<file path="src/rtl/gate_lib_pkg.sv">
// Shared definitions for the gate library test sequencers:
// sweep FSM state encoding and reference truth tables for the basic gates.
package gate_lib_pkg;

  localparam logic [1:0] ST_IDLE   = 2'd0;
  localparam logic [1:0] ST_DRIVE  = 2'd1;
  localparam logic [1:0] ST_SAMPLE = 2'd2;
  localparam logic [1:0] ST_DONE   = 2'd3;

  typedef enum logic [1:0] {
    IDLE   = ST_IDLE,
    DRIVE  = ST_DRIVE,
    SAMPLE = ST_SAMPLE,
    DONE   = ST_DONE
  } sweep_state_t;

  // Truth tables: bit i is the expected output for input vector i (bit 0 = input A)
  localparam logic [3:0] TT_OR2   = 4'b1110;
  localparam logic [3:0] TT_AND2  = 4'b1000;
  localparam logic [3:0] TT_XOR2  = 4'b0110;
  localparam logic [3:0] TT_NAND2 = 4'b0111;
  localparam logic [3:0] TT_NOR2  = 4'b0001;
  localparam logic [3:0] TT_XNOR2 = 4'b1001;
  localparam logic [7:0] TT_XOR3  = 8'h96;

endpackage

</file>
<file path="src/rtl/gate_sweep_timer.sv">
// Loadable down-counter that measures the settle time of each sweep vector.
module gate_sweep_timer #(
  parameter int W = 2
) (
  input  logic         clk,
  input  logic         rst,
  input  logic         load,
  input  logic         dec,
  input  logic [W-1:0] load_val,
  output logic         zero
);

  localparam logic [W-1:0] ONE = W'(1);

  logic [W-1:0] count;

  // Load takes priority; otherwise count down and stick at zero
  always_ff @(posedge clk or posedge rst) begin
    if (rst) begin
      count <= '0;
    end else if (load) begin
      count <= load_val;
    end else if (dec && (count != '0)) begin
      count <= count - ONE;
    end
  end

  assign zero = (count == '0);

endmodule

</file>
<file path="src/rtl/gate_sweep_ctrl.sv">
// Exhaustive sweep sequencer for one combinational gate under test:
// drives every input vector in ascending order, waits SETTLE cycles,
// samples the gate output and checks it against the EXPECT truth table.
module gate_sweep_ctrl
  import gate_lib_pkg::*;
#(
  parameter int                     N_IN   = 2,
  parameter int                     SETTLE = 2,
  parameter logic [(1<<N_IN)-1:0]   EXPECT = TT_OR2
) (
  input  logic            clk,
  input  logic            rst,
  input  logic            start,
  input  logic            gate_y,
  output logic [N_IN-1:0] gate_in,
  output logic            busy,
  output logic            done,
  output logic            pass,
  output logic [N_IN:0]   err_count,
  output logic            fail_valid,
  output logic [N_IN-1:0] fail_vec
);

  localparam int TW = $clog2(SETTLE) + 1;
  localparam logic [TW-1:0]   SETTLE_LOAD = TW'(SETTLE - 1);
  localparam logic [N_IN-1:0] VEC_ONE     = N_IN'(1);
  localparam logic [N_IN:0]   ERR_ONE     = (N_IN + 1)'(1);

  sweep_state_t state;

  logic          timer_load;
  logic          timer_dec;
  logic          timer_zero;
  logic          last_vec;
  logic          mismatch;
  logic [N_IN:0] err_next;

  assign last_vec = &gate_in;
  assign mismatch = (gate_y != EXPECT[gate_in]);
  assign err_next = mismatch ? (err_count + ERR_ONE) : err_count;

  // The settle timer reloads whenever a new vector is put on the gate
  assign timer_load = ((state == IDLE) && start) || ((state == SAMPLE) && !last_vec);
  assign timer_dec  = (state == DRIVE) && !timer_zero;

  assign busy = (state == DRIVE) || (state == SAMPLE);

  gate_sweep_timer #(
    .W(TW)
  ) u_timer (
    .clk      (clk),
    .rst      (rst),
    .load     (timer_load),
    .dec      (timer_dec),
    .load_val (SETTLE_LOAD),
    .zero     (timer_zero)
  );

  // Sweep FSM with vector counter, mismatch checker and registered result outputs
  always_ff @(posedge clk or posedge rst) begin
    if (rst) begin
      state      <= IDLE;
      gate_in    <= '0;
      done       <= 1'b0;
      pass       <= 1'b0;
      err_count  <= '0;
      fail_valid <= 1'b0;
      fail_vec   <= '0;
    end else begin
      done <= 1'b0;
      case (state)
        IDLE: begin
          if (start) begin
            err_count  <= '0;
            fail_valid <= 1'b0;
            fail_vec   <= '0;
            pass       <= 1'b0;
            gate_in    <= '0;
            state      <= DRIVE;
          end
        end
        DRIVE: begin
          if (timer_zero) begin
            state <= SAMPLE;
          end
        end
        SAMPLE: begin
          err_count <= err_next;
          if (mismatch && !fail_valid) begin
            fail_vec   <= gate_in;
            fail_valid <= 1'b1;
          end
          if (last_vec) begin
            done  <= 1'b1;
            pass  <= (err_next == '0);
            state <= DONE;
          end else begin
            gate_in <= gate_in + VEC_ONE;
            state   <= DRIVE;
          end
        end
        DONE: begin
          state <= IDLE;
        end
        default: begin
          state <= IDLE;
        end
      endcase
    end
  end

endmodule

</file>
<file path="config.mk">
export PLATFORM = sky130hd
export DESIGN_NAME = gate_sweep_ctrl
export DESIGN_NICKNAME = d
export VERILOG_FILES = /design/src/rtl/gate_lib_pkg.sv /design/src/rtl/gate_sweep_timer.sv /design/src/rtl/gate_sweep_ctrl.sv
export SDC_FILE = /design/constraint.sdc
export NUM_CORES = 1
export LEC_CHECK = 0
export CAP_MARGIN = 15
export CORE_UTILIZATION = 53
export CTS_BUF_LIST = sky130_fd_sc_hd__clkbuf_4 sky130_fd_sc_hd__clkbuf_8
export DETAILED_ROUTE_END_ITERATION = 7
export HOLD_SLACK_MARGIN = 0.15
export PLACE_DENSITY_LB_ADDON = 0.1
export SLEW_MARGIN = 15
export SYNTH_ARGS = -nofsm -noshare
export SYNTH_HDL_FRONTEND = slang
export SYNTH_SLANG_ARGS = --single-unit
</file>
<file path="constraint.sdc">
create_clock -name clk -period 1.8 [get_ports clk]
set_input_delay 0.27 -clock clk [delete_from_list [all_inputs] [get_ports clk]]
set_output_delay 0.27 -clock clk [all_outputs]
set_load 0.1 [all_outputs]
</file>
==> out/metrics.cfg, run 1 <==
[synthesis]
synth-seq-cells = 14
synth_warnings = 0
syn_inst = 91
avgSynthCellArea_um2 = 9.432
yosys.cell_types.count = 31
ys_seq_area_frac = 0.4082
syn_nets = 102
netlist_area_um2 = 858.3

[place]
portBuffers = 14
gp_congestion = 0.7983
dp_hpwl_mm = 1.311

[route]
drtIter0Drc = 33
drt-total-wl_mm = 1.661
routed_via_density = 5.855
detail-route-antenna-nets = 0
dr_total_vias = 726
drc_errors = 0
firstDrtPassIters = 4
wl_per_cell_um = 13.40

[clock_tree]
postCtsHoldBufs = 0
cts_root_buffer = clkbuf_4
cts.sinks = 14
cts_inserted_buffers = 3
clock_latency_ns = 0.28
htreeDepth = 1
clockBufferDepth = 2
cts_setup_buffers = 0
cts.repair.resized = 0
cts_tree = yes
clk_pin_slew_ns = 0.09

[critical_path]
critPathRequiredTime_ns = 1.97
crit_fanout = 7
critPathCaptureType = flop
crit_type = reg -> reg
start_kind = flop
cp.arrival_ns = 1.80

[global_routing]
gr-usage-met2 = 0.3508
grt_busiest_layer = met2
first_global_vias = 681
grt_max_degree = 15
gr-usage-met1 = 0.3008
antenna_found_initial = 0
grt_usage = 0.2143
grt.overflow.total = 0
use_met3 = 0.03879
grt_pass1_wl_mm = 2.987

[timing]
fin_tns_setup_ns = 0
fin_skew_ns = 0.002852
fmax_ghz = 0.6144
relSlewSlack = 0.6524
rsz0062_at_grt = false
tightest_slew_ns = 0.5209
hold_violations = 0
final-max-slew-violation-count = 0
post-route-period-util = 0.9042
fin_crit_ns = 1.628
setup_viol = 0

[floorplan]
dieArea_um2 = 1784
core_area_um2 = 1506
io_pins = 15
die_h_um = 42.24
rows = 14
initial_core_util = 0.5698
die_w_um = 42.24

[worst_hold_path]
hp-class = in -> async

[cells_and_area]
drive_above_1_share = 0.2130
diodes = 0
nets = 120
area.growth.synth_to_final_pct = 33.24
fillCellCount = 110

[status]
status = complete, no violations

[run]
drv_cap = 0

## layout make-up
cell class | instances | area (um2) | area share
multi-input combinational | 66 | 461.7 | 0.4037
inverter | 8 | 30.03 | 0.02626
timing repair buffer | 16 | 240.2 | 0.2101
tap | 16 | 20.02 | 0.01751
clock buffer | 4 | 36.28 | 0.03173
sequential | 14 | 355.3 | 0.3107
## path summary, 6_finish.rpt
check	start	end	slack [ns]	cells past startpoint
setup / recovery	gate_in[0]	err_count[0]	0.17	5
hold / removal	rst	err_count[2]	0.32	2
setup reg to reg	gate_in[0]	err_count[0]	0.17	5
hold reg to reg	u_timer.count[0]	u_timer.count[0]	0.53	2
max in group asynchronous	rst	gate_in[1]	1.10	2
min in group clk	u_timer.count[0]	u_timer.count[0]	0.53	2
## state kept, by name, summed over array words and instances, names as in the netlist
| signal | count |
|---|---|
| gate_in | 2 |
| pass | 1 |
| fail_valid | 1 |
| done | 1 |
| state | 2 |
| err_count | 3 |
| u_timer.count | 2 |
| fail_vec | 2 |
## logic make-up after synthesis
logic type / count (synthesis) / synth area share
mux: 2 / 0.02332
simple gates: 33 / 0.1939
compound gates: 20 / 0.1691
xor+xnor: 4 / 0.04957
fa+ha+maj: 7 / 0.1020
flops: 14 / 0.4082
buf+inv: 11 / 0.05393
## metal layers
layer | vias to the layer above | part of all wire
li1 | 357 | -
met4 | 0 | 0
met3 | 0 | 0.030
met1 | 356 | 0.49
met2 | 13 | 0.48
met5 | - | 0
## cell usage after synthesis, drive strengths merged
| library cell | n | area (um2) |
|---|---|---|
| a21o | 1 | 8.760 |
| a21oi | 4 | 20.02 |
| a22oi | 1 | 7.510 |
| and2 | 2 | 12.51 |
| and2b | 1 | 7.510 |
| buf | 2 | 12.51 |
| clkbuf | 1 | 3.750 |
| dfrtp | 14 | 350.3 |
| ha | 7 | 87.58 |
| inv | 8 | 30.03 |
| mux2i | 2 | 20.02 |
| nand2 | 12 | 45.04 |
| nand2b | 1 | 6.260 |
| nand3 | 6 | 30.03 |
| nand4 | 3 | 18.77 |
| nand4b | 1 | 8.760 |
| nor2 | 2 | 7.510 |
| nor2b | 4 | 25.02 |
| nor3 | 1 | 5.000 |
| o211a | 1 | 10.01 |
| o211ai | 2 | 15.01 |
| o21ai | 3 | 15.01 |
| o221ai | 1 | 8.760 |
| o311ai | 4 | 35.03 |
| o31a | 1 | 8.760 |
| o31ai | 1 | 7.510 |
| o41ai | 1 | 8.760 |
| xnor2 | 2 | 17.52 |
| xor2 | 2 | 25.03 |
## through the flow
| stage | area [um2] | setup WS [ns] | hold slack, ns | std cells | utilization |
|---|---|---|---|---|---|
| after floorplan | 863.3 | 0.05754 | 0.1589 | 91 | - |
| after global placement | 1107 | 0.2160 | 0.5017 | 120 | 0.7351 |
| after detailed placement | 1107 | 0.1394 | 0.5142 | 120 | 0.7351 |
| after CTS | 1144 | 0.1688 | 0.3505 | 124 | 0.7591 |
| after global routing | 1144 | 0.05774 | 0.3847 | 124 | 0.7591 |
| final | 1144 | 0.1724 | 0.3216 | 124 | 0.7591 |
## placed cells by master (no fill, tap or decap), types with 2 or more instances in the layout
| cell | n |
|---|---|
| a21oi_1 | 4 |
| and2_1 | 2 |
| buf_12 | 9 |
| buf_4 | 4 |
| clkbuf_4 | 3 |
| clkdlybuf4s50_1 | 3 |
| dfrtp_1 | 10 |
| dfrtp_2 | 4 |
| ha_1 | 7 |
| inv_1 | 8 |
| mux2i_1 | 2 |
| nand2_1 | 12 |
| nand3_1 | 6 |
| nand4_1 | 3 |
| nor2_1 | 2 |
| nor2b_1 | 4 |
| o211ai_1 | 2 |
| o21ai_0 | 3 |
| o311ai_1 | 4 |
| xnor2_1 | 2 |
## worst max-delay path: stages, from the launching register on
cell and delay, ns:
dfrtp_2 0.46, inv_1 0.06, ha_1 0.25, xnor2_1 0.39, nand2_1 0.10, o311ai_1 0.25
Power of run 1 is left out: the tool's default activity adds up to more than one toggle a clock period on the data nets, which glitch-free logic cannot reach.
==> inputs of run 2 (changes only) <==
--- a/config.mk
+++ b/config.mk
@@ -5,6 +5,7 @@
 export SDC_FILE = /design/constraint.sdc
 export NUM_CORES = 1
 export LEC_CHECK = 0
+export ABC_CLOCK_PERIOD_IN_PS = 1800
 export CAP_MARGIN = 15
 export CORE_UTILIZATION = 53
 export CTS_BUF_LIST = sky130_fd_sc_hd__clkbuf_4 sky130_fd_sc_hd__clkbuf_8
==> results of run 2 <==
The final DEF is identical to that of run 1; final timing and power are the same.
Power of run 2 is left out for the same reason.
==> inputs of run 3 (changes only) <==
--- a/config.mk
+++ b/config.mk
@@ -12,6 +12,7 @@
 export DETAILED_ROUTE_END_ITERATION = 7
 export HOLD_SLACK_MARGIN = 0.15
 export PLACE_DENSITY_LB_ADDON = 0.1
+export SKIP_LAST_GASP = 1
 export SLEW_MARGIN = 15
 export SYNTH_ARGS = -nofsm -noshare
 export SYNTH_HDL_FRONTEND = slang
==> results of run 3 <==
The final DEF is identical to that of run 1; final timing and power are the same.
Power of run 3 is left out for the same reason.
